### config.mk
export PLATFORM = sky130hd
export DESIGN_NAME = rl_ram_1rw_arb
export DESIGN_NICKNAME = d
export VERILOG_FILES = /design/src/rtl/rl_ram_arb_pkg.sv /design/src/rtl/rl_rr_arb2.sv /design/src/rtl/rl_ram_1rw_arb.sv
export SDC_FILE = /design/constraint.sdc
export NUM_CORES = 1
export LEC_CHECK = 0
export BUFFER_PORTS_ARGS = -buffer_cell sky130_fd_sc_hd__clkbuf_2
export CORE_AREA = 2 2 84 86
export DETAILED_ROUTE_END_ITERATION = 7
export DIE_AREA = 0 0 86 88
export PLACE_DENSITY = 0.68
export SLEW_MARGIN = 20
export SYNTH_ARGS = -nofsm -noshare
export SYNTH_HDL_FRONTEND = slang
export SYNTH_HIERARCHICAL = 1
export SYNTH_SLANG_ARGS = --single-unit
### constraint.sdc
create_clock -name clk_i -period 4.8 [get_ports clk_i]
set_input_delay 0.72 -clock clk_i [delete_from_list [all_inputs] [get_ports clk_i]]
set_output_delay 0.72 -clock clk_i [all_outputs]
set_load 0.03 [all_outputs]
### src/rtl/rl_ram_arb_pkg.sv
// rtl/rl_ram_arb_pkg.sv - shared types and constants for the 1RW RAM arbiter
package rl_ram_arb_pkg;

  localparam int NPORTS = 2;

  typedef enum logic {
    ST_INIT = 1'b0,
    ST_RUN  = 1'b1
  } state_t;

endpackage

### src/rtl/rl_rr_arb2.sv
// rtl/rl_rr_arb2.sv - two-way round-robin arbiter with a 1-bit priority pointer
module rl_rr_arb2
  import rl_ram_arb_pkg::*;
(
  input  logic              clk_i,
  input  logic              rst_i,
  input  logic [NPORTS-1:0] req_i,
  output logic [NPORTS-1:0] gnt_o
);

  // 0 favours port 0, 1 favours port 1
  logic ptr_q;

  // Grant the sole requester, or the favoured one when both ask
  always_comb begin
    gnt_o = 2'b00;
    case (req_i)
      2'b01:   gnt_o = 2'b01;
      2'b10:   gnt_o = 2'b10;
      2'b11:   gnt_o = ptr_q ? 2'b10 : 2'b01;
      default: gnt_o = 2'b00;
    endcase
  end

  // Point away from whichever port was just served
  always_ff @(posedge clk_i) begin
    if (rst_i) begin
      ptr_q <= 1'b0;
    end else if (|gnt_o) begin
      ptr_q <= gnt_o[0];
    end
  end

endmodule

### src/rtl/rl_ram_1rw_arb.sv
// rtl/rl_ram_1rw_arb.sv - two-port front end for a single 1RW RAM with post-reset zero fill
module rl_ram_1rw_arb
  import rl_ram_arb_pkg::*;
#(
  parameter  int ABITS          = 10,
  parameter  int DBITS          = 32,
  parameter  int CLEAR_ON_RESET = 1,
  localparam int BEBITS         = (DBITS + 7) / 8
) (
  input  logic                     clk_i,
  input  logic                     rst_i,
  input  logic [NPORTS-1:0]        req_i,
  input  logic [NPORTS-1:0]        we_i,
  input  logic [NPORTS*ABITS-1:0]  addr_i,
  input  logic [NPORTS*BEBITS-1:0] be_i,
  input  logic [NPORTS*DBITS-1:0]  wdata_i,
  output logic [NPORTS-1:0]        gnt_o,
  output logic [NPORTS-1:0]        rvalid_o,
  output logic [DBITS-1:0]         rdata_o,
  output logic                     init_done_o,
  output logic [ABITS-1:0]         ram_addr_o,
  output logic                     ram_we_o,
  output logic [BEBITS-1:0]        ram_be_o,
  output logic [DBITS-1:0]         ram_din_o,
  input  logic [DBITS-1:0]         ram_dout_i
);

  localparam state_t          RST_STATE = (CLEAR_ON_RESET != 0) ? ST_INIT : ST_RUN;
  localparam logic [ABITS-1:0] FILL_LAST = '1;

  state_t              state_q;
  logic [ABITS-1:0]    fill_cnt_q;
  logic                init_done_q;
  logic [NPORTS-1:0]   rvalid_q;
  logic                run;
  logic                sel;
  logic [NPORTS-1:0]   arb_req;
  logic [NPORTS-1:0]   arb_gnt;

  // Ports only compete once the fill is over and reset is released
  assign run     = (state_q == ST_RUN) && !rst_i;
  assign arb_req = req_i & {NPORTS{run}};
  assign sel     = arb_gnt[1];

  rl_rr_arb2 u_arb (
    .clk_i (clk_i),
    .rst_i (rst_i),
    .req_i (arb_req),
    .gnt_o (arb_gnt)
  );

  assign gnt_o       = arb_gnt;
  assign rvalid_o    = rvalid_q;
  assign rdata_o     = ram_dout_i;
  assign init_done_o = init_done_q;

  // RAM command mux: fill writes during init, otherwise the granted port's fields
  always_comb begin
    ram_we_o   = 1'b0;
    ram_be_o   = '0;
    ram_din_o  = '0;
    ram_addr_o = addr_i[0 +: ABITS];
    if (!rst_i && state_q == ST_INIT) begin
      ram_we_o   = 1'b1;
      ram_be_o   = '1;
      ram_addr_o = fill_cnt_q;
    end else if (|arb_gnt) begin
      ram_we_o   = sel ? we_i[1] : we_i[0];
      ram_be_o   = sel ? be_i[BEBITS +: BEBITS] : be_i[0 +: BEBITS];
      ram_din_o  = sel ? wdata_i[DBITS +: DBITS] : wdata_i[0 +: DBITS];
      ram_addr_o = sel ? addr_i[ABITS +: ABITS] : addr_i[0 +: ABITS];
    end
  end

  // Init/run sequencing, fill counter and one-cycle read-valid pulses
  always_ff @(posedge clk_i) begin
    if (rst_i) begin
      state_q     <= RST_STATE;
      fill_cnt_q  <= '0;
      init_done_q <= (RST_STATE == ST_RUN);
      rvalid_q    <= '0;
    end else begin
      rvalid_q <= arb_gnt & ~we_i;
      case (state_q)
        ST_INIT: begin
          if (fill_cnt_q == FILL_LAST) begin
            state_q     <= ST_RUN;
            init_done_q <= 1'b1;
          end else begin
            fill_cnt_q <= fill_cnt_q + 1'b1;
          end
        end
        ST_RUN: begin
          init_done_q <= 1'b1;
        end
        default: begin
          state_q     <= RST_STATE;
          init_done_q <= 1'b0;
        end
      endcase
    end
  end

endmodule

Word level (Yosys, flattened, before mapping)
Index checks and enable logic that the tools add are counted.
{ "totals": {"out_inout_bits": 84, "ramBits": 0, "latchBits": 0, "register_bits": 15, "memories": 0, "romBits": 0, "in_bits": 130} }
{ "classes": {"div": 0, "shifts": 0, "magnitude_cmp": 0, "muxes": 18, "n_bitwise": 5, "eq_ne": 5, "multipliers": 0, "n_addsub": 1, "n_reduce_logical": 5} }
{ "op_table": {"columns": ["operator", "count"], "rows": [
  ["$mux W32", 3],
  ["$mux W10", 3],
  ["$mux W4", 3],
  ["$add A10 B1 Y10 const B", 1],
  ["$eq A10 B10 Y1 const B", 1],
  ["$mux W1", 6],
  ["$pmux W2 S3", 1],
  ["$and A2 B2 Y2", 2],
  ["$eq A2 B2 Y1 const B", 2],
  ["$eq A2 B1 Y1 const B", 1],
  ["$logic_and A1 B1 Y1", 2],
  ["$mux W2", 1],
  ["$ne A2 B1 Y1 const B", 1],
  ["$not A1 Y1", 2],
  ["$not A2 Y2", 1],
  ["$pmux W1 S2", 1],
  ["$reduce_and A2 Y1", 1],
  ["$reduce_or A2 Y1", 1],
  ["$logic_not A1 Y1", 1]
]} }

Longest topological paths before layout
Gate-level depths: netlist of the first run.
{ "depth": {"word_depth": 8, "ltp_mapped": 8, "ltp_nobuf": 5} }

By module
The synthesis of the first run kept the hierarchy.
{ "by_module_without_submodules": {"columns": ["mod", "instances", "seq_area_each_um2", "area_per_inst_um2", "cells_per_inst"], "rows": [
  ["rl_ram_1rw_arb", 1, 280.3, 1681.6, 224],
  ["rl_rr_arb2", 1, 20.0, 50.0, 6]
]} }

Worst setup path after synthesis of the first run
No wires, ideal clock.
{ "synth_path": {"path_type": "input -> output", "startpoint": "input port rst_i", "endpoint": "output port ram_addr_o[0]", "path_slack_ns": 0.989, "required_time_ns": 4.080, "cell_stages": 7, "path_buffers": 2, "arrival_time_ns": 3.091, "cell_sequence": "inv_1 and3_1 a21boi_0 clkbuf_1 buf_2 mux2i_1 o21ai_0"} }
{ "synth_between": {"elab_chain_len": 8, "word_cells_on_any_way": 12, "classes_between": "3 x eq/ne; 4 x mux; 1 x bitwise; 4 x reduce/logical"} }
{ "synth_rtl": {"columns": ["item", "line_no", "rtl"], "rows": [
  ["start, declared", "rl_ram_1rw_arb.sv:11", "input logic rst_i,"],
  ["$logic_not A1 Y1 *", "rl_ram_1rw_arb.sv:41", "assign run = (state_q == ST_RUN) && !rst_i;"],
  ["$logic_and A1 B1 Y1 *", "rl_ram_1rw_arb.sv:41", null],
  ["$and A2 B2 Y2 *", "rl_ram_1rw_arb.sv:42", "assign arb_req = req_i & {NPORTS{run}};"],
  ["net arb_req[1]", "rl_ram_1rw_arb.sv:37", "logic [NPORTS-1:0] arb_req;"],
  ["$eq A2 B2 Y1 or $eq A2 B1 Y1 (tied branches)", "rl_rr_arb2.sv:17", "case (req_i)"],
  ["$pmux W2 S3 *", "rl_rr_arb2.sv:17", null],
  ["net gnt_o[1]", "rl_ram_1rw_arb.sv:17", "output logic [NPORTS-1:0] gnt_o,"],
  ["$mux W10 or $reduce_or A2 Y1 (tied branches)", "rl_ram_1rw_arb.sv:71, rl_ram_1rw_arb.sv:67", null],
  ["$mux W10 *", "rl_ram_1rw_arb.sv:67", "end else if (|arb_gnt) begin"],
  ["$mux W10 *", "rl_ram_1rw_arb.sv:63", "if (!rst_i && state_q == ST_INIT) begin"],
  ["end, declared", "rl_ram_1rw_arb.sv:21", "output logic [ABITS-1:0] ram_addr_o,"]
]} }
The timed path passes the listed nets; every way through them passes the cells marked *.

Final worst setup path of the first run
{ "layout_path": {"startpoint": "input port rst_i", "endpoint": "output port ram_be_o[0]"} }
{ "layout_between": {"elab_chain_len": 8, "word_cells_on_any_way": 12, "classes_between": "3 x eq/ne; 4 x mux; 1 x bitwise; 4 x reduce/logical"} }
{ "layout_rtl": {"columns": ["item", "line_no", "rtl"], "rows": [
  ["$logic_not A1 Y1 *", "rl_ram_1rw_arb.sv:41", null],
  ["$logic_and A1 B1 Y1 *", "rl_ram_1rw_arb.sv:41", null],
  ["$and A2 B2 Y2 *", "rl_ram_1rw_arb.sv:42", null],
  ["net arb_req[0]", "rl_ram_1rw_arb.sv:37", null],
  ["$eq A2 B2 Y1 or $eq A2 B1 Y1 (tied branches)", "rl_rr_arb2.sv:17", null],
  ["$pmux W2 S3 *", "rl_rr_arb2.sv:17", null],
  ["$mux W4 or $reduce_or A2 Y1 (tied branches)", "rl_ram_1rw_arb.sv:69, rl_ram_1rw_arb.sv:67", null],
  ["$mux W4 *", "rl_ram_1rw_arb.sv:67", null],
  ["$mux W4 *", "rl_ram_1rw_arb.sv:63", null],
  ["end, declared", "rl_ram_1rw_arb.sv:23", "output logic [BEBITS-1:0] ram_be_o,"]
]} }
Marks and branches as above.

==> out/results.tsv, run 1 <==
metric	value	unit
status	complete, no violations	
GR Overflow Total	0	
Synth-to-Final Area Change	36.1	%
count of pins over their slew limit	0	
io pins	214	
Worst setup EP type	output pin	
DRT Wirelength	5800	um
Worst Max-Slew Pin Slew	0.772	ns
largest net degree at the start of global routing	52	
dominant delay contributor by cell family on the critical path	buffers and inverters	
CP arrival	3.06	ns
Setup crit start	rst_i	
die area	0.00757	mm^2
unrepaired setup endpoints after global routing	false	
Placement Setup Slack	0.985	ns
final setup margin	1.02	ns
asr flop ratio synth	0	%
sum of negative setup slack	0	ns
depth of the worst register-to-register path	4	
overall routing resource usage	14.4	%
final routed DRC violation total	0	
synthesis-stage register bit count	15	
fraction of final layout cells with drive strength greater than 1	48.2	%
number of enable flip-flop cells after synthesis	0	
net load switching power	0.0978	mW
top library cells by usage in the layout, fill and taps aside	sky130_fd_sc_hd__clkbuf_2 (149), sky130_fd_sc_hd__mux2i_1 (43), sky130_fd_sc_hd__nor2_1 (38), sky130_fd_sc_hd__nand2_1 (18), sky130_fd_sc_hd__dfxtp_1 (15)	
Post-CTS Repair Setup Buffers	0	
Final period util	78.8	%
Buf+Inv Stages, Crit Path	4	
number of antenna repair diodes	0	
Post-Syn Instances	230	
wire length of the first global-routing pass	8720	um
min-delay worst type	reg -> reg	
H-Tree Depth	1	
standard-cell row count	30	
type of the worst setup path	in -> out	
Internal Dissipation	0.230	mW
worst clock skew	0.00382	ns
normalized max-slew margin	48.6	%
clock tree from TritonCTS	done	
initial core utilization	26.1	%
end point of the critical path	ram_be_o[0]	
Avg Inst Size Synth	7.53	um^2
leak pwr	1.11	nW
leading cell type in the layout, fill and taps excluded	sky130_fd_sc_hd__clkbuf_2	
TritonCTS Sinks	15	
buffer type at the clock tree root	sky130_fd_sc_hd__clkbuf_8	
Skew-Pair Late Insertion Delay	0.25	ns
number of detailed-routing iterations run before antenna repair	4	
largest voltage drop on the vdd net	0.0400	mV
WP depth	8	
synthesized net count	361	
CP dominant cell by count	sky130_fd_sc_hd__clkbuf_2	
sw frac	29.9	%
IO buf count	149	
CTS max path bufs	2	
maximum fanout along the worst path	51	
# fillers	719	
placement-stage cell area	0.00231	mm^2
share of total power in sequential cells	39.9	%
required time of the critical path	4.08	ns
vias in the first global route	1791	
ANT nets after route	0	
critical-path cell with the highest stage delay	sky130_fd_sc_hd__buf_4	
average routed wire per standard cell	13.9	um
PD cells	139	mW/mm^2
part of the total power dissipated in combinational logic	28.0	%
terminus of the critical flop-to-flop path	rvalid_o[1]	
post-detail-place hpwl	4790	um
total count of hold-check failures in the final report	0	
hold-fix buffers at CTS	0	
Seq/Total Area, Yosys	17.3	%
Syn. warnings	6	
number of cells on the worst hold path	2	
number of antenna violations at the first check in global routing	0	
worst stage delay on the critical path	0.65	ns
core region area	0.00664	mm^2
via count	2003	
height of the die	88	um
flip-flop and latch area	300	um^2
f_max	0.264	GHz
total area of multi-input combinational cells	0.00112	mm^2
post-CTS resize count	0	
maxcap violations	0	
commonest register cell after synthesis	sky130_fd_sc_hd__dfxtp_1	
per-cell via count in the routed design	4.79	
width of the die	86	um
Critical Path Source Type	input port	
Post-Synthesis Cell Area	0.00173	mm^2
fin crit period	3.78	ns
list of cells traversed by the critical path	clkbuf_2 > inv_1 > and3_1 > a21boi_4 > buf_4 > nor2b_1 > a221o_1 > clkbuf_2	
R2R setup slack	2.87	ns
Final Setup Violations	0	
total non-filler cell area in the finished layout	0.00236	mm^2
Inserted Clock Buffers	3	
critical register-to-register path startpoint	state_q	
clock transition at the registers of the reported paths	0.06	ns
number of library cell types mapped by synthesis	37	
Detailed Route Iter0 Violations	93	
number of nets in the finished design	470	
share of total power in the clock network	32.1	%
routability congestion estimate	0.823	
per-stage QoR:
stage | std cells | hold slack [ns] | power, mW | utilization [%]
6_report | 418 | 0.454 | 0.328 | 35.5
3_5_place_dp | 414 | 0.451 | 0.226 | 34.8
5_1_grt | 418 | 0.479 | 0.346 | 35.5
2_1_floorplan | 230 | 0.451 | 0.222 | -
3_3_place_gp | 414 | 0.440 | 0.225 | 34.7
4_1_cts | 418 | 0.461 | 0.332 | 35.5
state kept, by name (all words and copies together), names as in the netlist:
name,flops
fill_cnt_q,10
init_done_o,1
rvalid_o,2
state_q,1
u_arb/ptr_q,1
layout make-up:
| cell class | count | area share (%) |
|---|---|---|
| Multi-Input combinational cell | 161 | 47.7 |
| Timing Repair Buffer | 151 | 32.3 |
| Sequential cell | 15 | 12.7 |
| Tap cell | 80 | 4.25 |
| Clock buffer | 3 | 1.75 |
| Inverter | 7 | 1.11 |
| Clock inverter | 1 | 0.212 |
synthesized netlist by cell type (2+ instances only):
library cell               instances  area [um^2]
sky130_fd_sc_hd__or4_1             2         15.0
sky130_fd_sc_hd__nand3_1           2         10.0
sky130_fd_sc_hd__a31oi_1           2         12.5
sky130_fd_sc_hd__buf_4            32          240
sky130_fd_sc_hd__nor2_1           38          143
sky130_fd_sc_hd__a311oi_1          2         17.5
sky130_fd_sc_hd__inv_1             7         26.3
sky130_fd_sc_hd__nor3b_1           2         15.0
sky130_fd_sc_hd__nor4_1            2         12.5
sky130_fd_sc_hd__and3_1            3         18.8
sky130_fd_sc_hd__a221o_1           4         40.0
sky130_fd_sc_hd__a21oi_1           3         15.0
sky130_fd_sc_hd__a211oi_1          4         30.0
sky130_fd_sc_hd__nand2_1          18         67.6
sky130_fd_sc_hd__o21ai_1           2         10.0
sky130_fd_sc_hd__buf_2             6         30.0
sky130_fd_sc_hd__mux2_1            2         22.5
sky130_fd_sc_hd__nor2b_1           4         25.0
sky130_fd_sc_hd__dfxtp_1          15          300
sky130_fd_sc_hd__mux2i_1          43          430
sky130_fd_sc_hd__clkbuf_1          9         33.8
sky130_fd_sc_hd__a21boi_0          2         15.0
sky130_fd_sc_hd__o21ai_0          12         60.1
worst min-delay path by stage:
stage,from,end,slack (ns)
after detailed placement,init_done_o,init_done_o,0.45
final,init_done_o,init_done_o,0.45
after global placement,init_done_o,init_done_o,0.44
after floorplan,u_arb/ptr_q,u_arb/ptr_q,0.45
after global routing,init_done_o,init_done_o,0.48
after CTS,init_done_o,init_done_o,0.46
cell families after synthesis:
logic type | synth area share (%)
AO/OA/AOI/OAI | 14.2
flip-flops | 17.3
buffers and inverters | 19.1
multiplexers | 26.2
AND/OR/NAND/NOR | 22.5
adder cells (fa/ha/maj) | 0.722
routing by layer:
metal	vias up	global-route usage (%)	share of wire, %
met3	15	2.07	6.5
met4	0	6.78	2.7
li1	989	-	-
met2	84	24.7	52
met5	-	0	0
met1	915	17.8	39
worst reg2reg max path, cell delays in order (launching register included):
cell,delay (ns)
sky130_fd_sc_hd__dfxtp_1,0.48
sky130_fd_sc_hd__and3_1,0.26
sky130_fd_sc_hd__a21boi_4,0.22
sky130_fd_sc_hd__buf_4,0.65
sky130_fd_sc_hd__nor3b_1,0.26
power groups by stage:
stage	registers (mW)	clock network, mW	logic (mW)
after floorplan	0.133	0	0.0895
after global placement	0.133	0	0.0913
after detailed placement	0.133	0	0.0925
after CTS	0.131	0.108	0.0931
after global routing	0.131	0.113	0.102
final	0.131	0.105	0.0918
(Power assumes the default switching activity.)
==> inputs of run 2 (changes only) <==
--- a/config.mk
+++ b/config.mk
@@ -6,10 +6,10 @@
 export NUM_CORES = 1
 export LEC_CHECK = 0
 export BUFFER_PORTS_ARGS = -buffer_cell sky130_fd_sc_hd__clkbuf_2
-export CORE_AREA = 2 2 84 86
+export CORE_AREA = 2 2 83 85
 export DETAILED_ROUTE_END_ITERATION = 7
-export DIE_AREA = 0 0 86 88
-export PLACE_DENSITY = 0.68
+export DIE_AREA = 0 0 85 87
+export PLACE_DENSITY = 0.69
 export SLEW_MARGIN = 20
 export SYNTH_ARGS = -nofsm -noshare
 export SYNTH_HDL_FRONTEND = slang
==> constraint.sdc (replaced) <==
create_clock -name clk_i -period 3.8 [get_ports clk_i]
set_input_delay 0.57 -clock clk_i [delete_from_list [all_inputs] [get_ports clk_i]]
set_output_delay 0.57 -clock clk_i [all_outputs]
set_load 0.03 [all_outputs]
==> run 2 against run 1 <==
First-iteration DRC count fell by 6.5%. Combinational power rose by 27%. Critical path depth did not move. Hold slack got worse by 0.0069 ns. Register-to-register slack got worse by 0.78 ns. Clock power rose by 31%. Total power rose by 28%. Core utilization rose by 0.84 points. Final area rose by 1.2%. Sequential share of layout area fell by 0.15 points. Clock skew rose by 0.0023 ns. Critical path type unchanged. Largest cell class unchanged.
==> out/results.tsv, run 2 (same netlist as run 1, synthesis figures left out) <==
metric	value	unit	change
core region area	0.00657	mm^2	-1.1%
Worst setup EP type	output pin		
largest net degree at the start of global routing	52		unchanged
maximum fanout along the worst path	7		-86%
post-CTS resize count	0		unchanged
top library cells by usage in the layout, fill and taps aside	sky130_fd_sc_hd__clkbuf_2 (149), sky130_fd_sc_hd__mux2i_1 (43), sky130_fd_sc_hd__nor2_1 (37), sky130_fd_sc_hd__nand2_1 (18), sky130_fd_sc_hd__dfxtp_1 (15)		
dominant delay contributor by cell family on the critical path	simple AND/OR/NAND/NOR gates		
worst stage delay on the critical path	0.43	ns	-0.22 ns
required time of the critical path	3.23	ns	-0.85 ns
list of cells traversed by the critical path	clkbuf_2 > inv_1 > and3_1 > a21boi_0 > buf_4 > nor2b_1 > a221o_1 > clkbuf_2		
number of detailed-routing iterations run before antenna repair	4		unchanged
normalized max-slew margin	49.3	%	+0.76 points
die area	0.00740	mm^2	-2.3%
fin crit period	3.19	ns	
Worst Max-Slew Pin Slew	0.757	ns	-0.0143 ns
end point of the critical path	ram_be_o[0]		
maxcap violations	0		unchanged
CP arrival	2.62	ns	-0.44 ns
clock tree from TritonCTS	done		
tightest hold margin	0.447	ns	-0.00688 ns
CTS max path bufs	2		unchanged
critical hold path startpoint	init_done_o		
status	complete, no violations		
routability congestion estimate	0.812		-1.2%
unrepaired setup endpoints after global routing	false		
Inserted Clock Buffers	3		unchanged
flip-flop count of the largest register after layout	10		unchanged
ANT nets after route	0		unchanged
f_max	0.313	GHz	
count of pins over their slew limit	0		unchanged
sum of negative setup slack	0	ns	unchanged
CP dominant cell by count	sky130_fd_sc_hd__clkbuf_2		
IO buf count	149		unchanged
critical-path cell with the highest stage delay	sky130_fd_sc_hd__a21boi_0		
Detailed Route Iter0 Violations	87		-6.5%
number of nets in the finished design	472		+0.43%
min-delay worst type	reg -> reg		
Final period util	84.0	%	
Buf+Inv Stages, Crit Path	4		unchanged
hold-fix buffers at CTS	0		unchanged
register bank with the most flops	fill_cnt_q		
worst clock skew	0.00607	ns	+0.00225 ns
clock transition at the registers of the reported paths	0.06	ns	about the same
final routed DRC violation total	0		unchanged
power consumption	0.420	mW	+28%
# fillers	711		-1.1%
wire length of the first global-routing pass	8800	um	+0.95%
via count	2012		+0.45%
vias in the first global route	1780		-0.61%
Post-CTS Repair Setup Buffers	0		unchanged
number of cells on the worst hold path	2		unchanged
PD cells	176	mW/mm^2	+27%
post-detail-place hpwl	5030	um	+5.0%
Synth-to-Final Area Change	37.8	%	
TritonCTS Sinks	15		unchanged
critical register-to-register path startpoint	state_q		
Skew-Pair Late Insertion Delay	0.26	ns	about the same
Setup crit start	rst_i		
H-Tree Depth	1		unchanged
DRT Wirelength	6110	um	+5.3%
leading cell type in the layout, fill and taps excluded	sky130_fd_sc_hd__clkbuf_2		
overall routing resource usage	15.1	%	+0.69 points
per-cell via count in the routed design	4.79		about the same
fraction of final layout cells with drive strength greater than 1	48.5	%	+0.30 points
buffer type at the clock tree root	sky130_fd_sc_hd__clkbuf_8		
depth of the worst register-to-register path	4		unchanged
Final Setup Violations	0		unchanged
largest voltage drop on the vdd net	0.0817	mV	+100%
type of the worst setup path	in -> out		
standard-cell row count	30		unchanged
R2R setup slack	2.09	ns	-0.78 ns
number of antenna repair diodes	0		unchanged
total count of hold-check failures in the final report	0		unchanged
leak pwr	1.12	nW	+0.94%
terminus of the critical flop-to-flop path	rvalid_o[0]		
WP depth	8		unchanged
GR Overflow Total	0		unchanged
average routed wire per standard cell	14.5	um	+4.8%
io pins	214		unchanged
height of the die	87	um	-1.1%
initial core utilization	26.4	%	+0.30 points
number of antenna violations at the first check in global routing	0		unchanged
width of the die	85	um	-1.2%
Critical Path Source Type	input port		
## run 2: changes by cell type in the layout (fill, tap and decap cells not counted), sizes merged
cell | before | now
clkbuf | 152 | 153
buf | 2 | 4
clkinv | 1 | 0
## run 2: power by group
group          total (mW)  leakage (nW)  internal, mW  switching, mW
clock               0.138        0.0228        0.0746         0.0635
combinational       0.117         0.978        0.0584         0.0588
sequential          0.165         0.121         0.160        0.00473
## run 2: worst min-delay path: cells and delay by family, from the launching register on
family / cells / cell delay, ns
flops: 1 / 0.31
compound gates: 1 / 0.05
buf+inv: 1 / 0.05
## run 2: worst min path at each step
stage	to	slack, ns
2_1_floorplan	u_arb/ptr_q	0.45
3_3_place_gp	init_done_o	0.44
3_5_place_dp	init_done_o	0.44
4_1_cts	init_done_o	0.45
5_1_grt	init_done_o	0.47
6_report	init_done_o	0.45
## run 2: metal layers
layer  share of wire, %  GRT usage (%)  vias up
met5                  0              0        -
met4                2.7           6.78        0
met3                9.4           2.27       21
met2                 47           24.3      104
met1                 41           20.0      895
li1                   -              -      992
## run 2: layout make-up
class | instances | area, um^2 | area share, %
inverters | 7 | 26.3 | 1.10
flip-flops and latches | 15 | 300 | 12.6
clock buffers | 4 | 45.0 | 1.89
multi-input cells | 161 | 1130 | 47.2
repair buffers | 153 | 788 | 33.0
well taps | 80 | 100 | 4.20
## run 2: per-stage QoR
| stage | cell area (um^2) | std cells | worst slack, ns | util, % |
|---|---|---|---|---|
| finish | 2390 | 420 | 0.608 | 36.3 |
| global route | 2390 | 420 | 0.483 | 36.3 |
| CTS | 2380 | 420 | 0.613 | 36.2 |
| detailed placement | 2330 | 416 | 0.642 | 35.5 |
| global placement | 2330 | 416 | 0.788 | 35.5 |
| floorplan | 1730 | 230 | 0.289 | - |
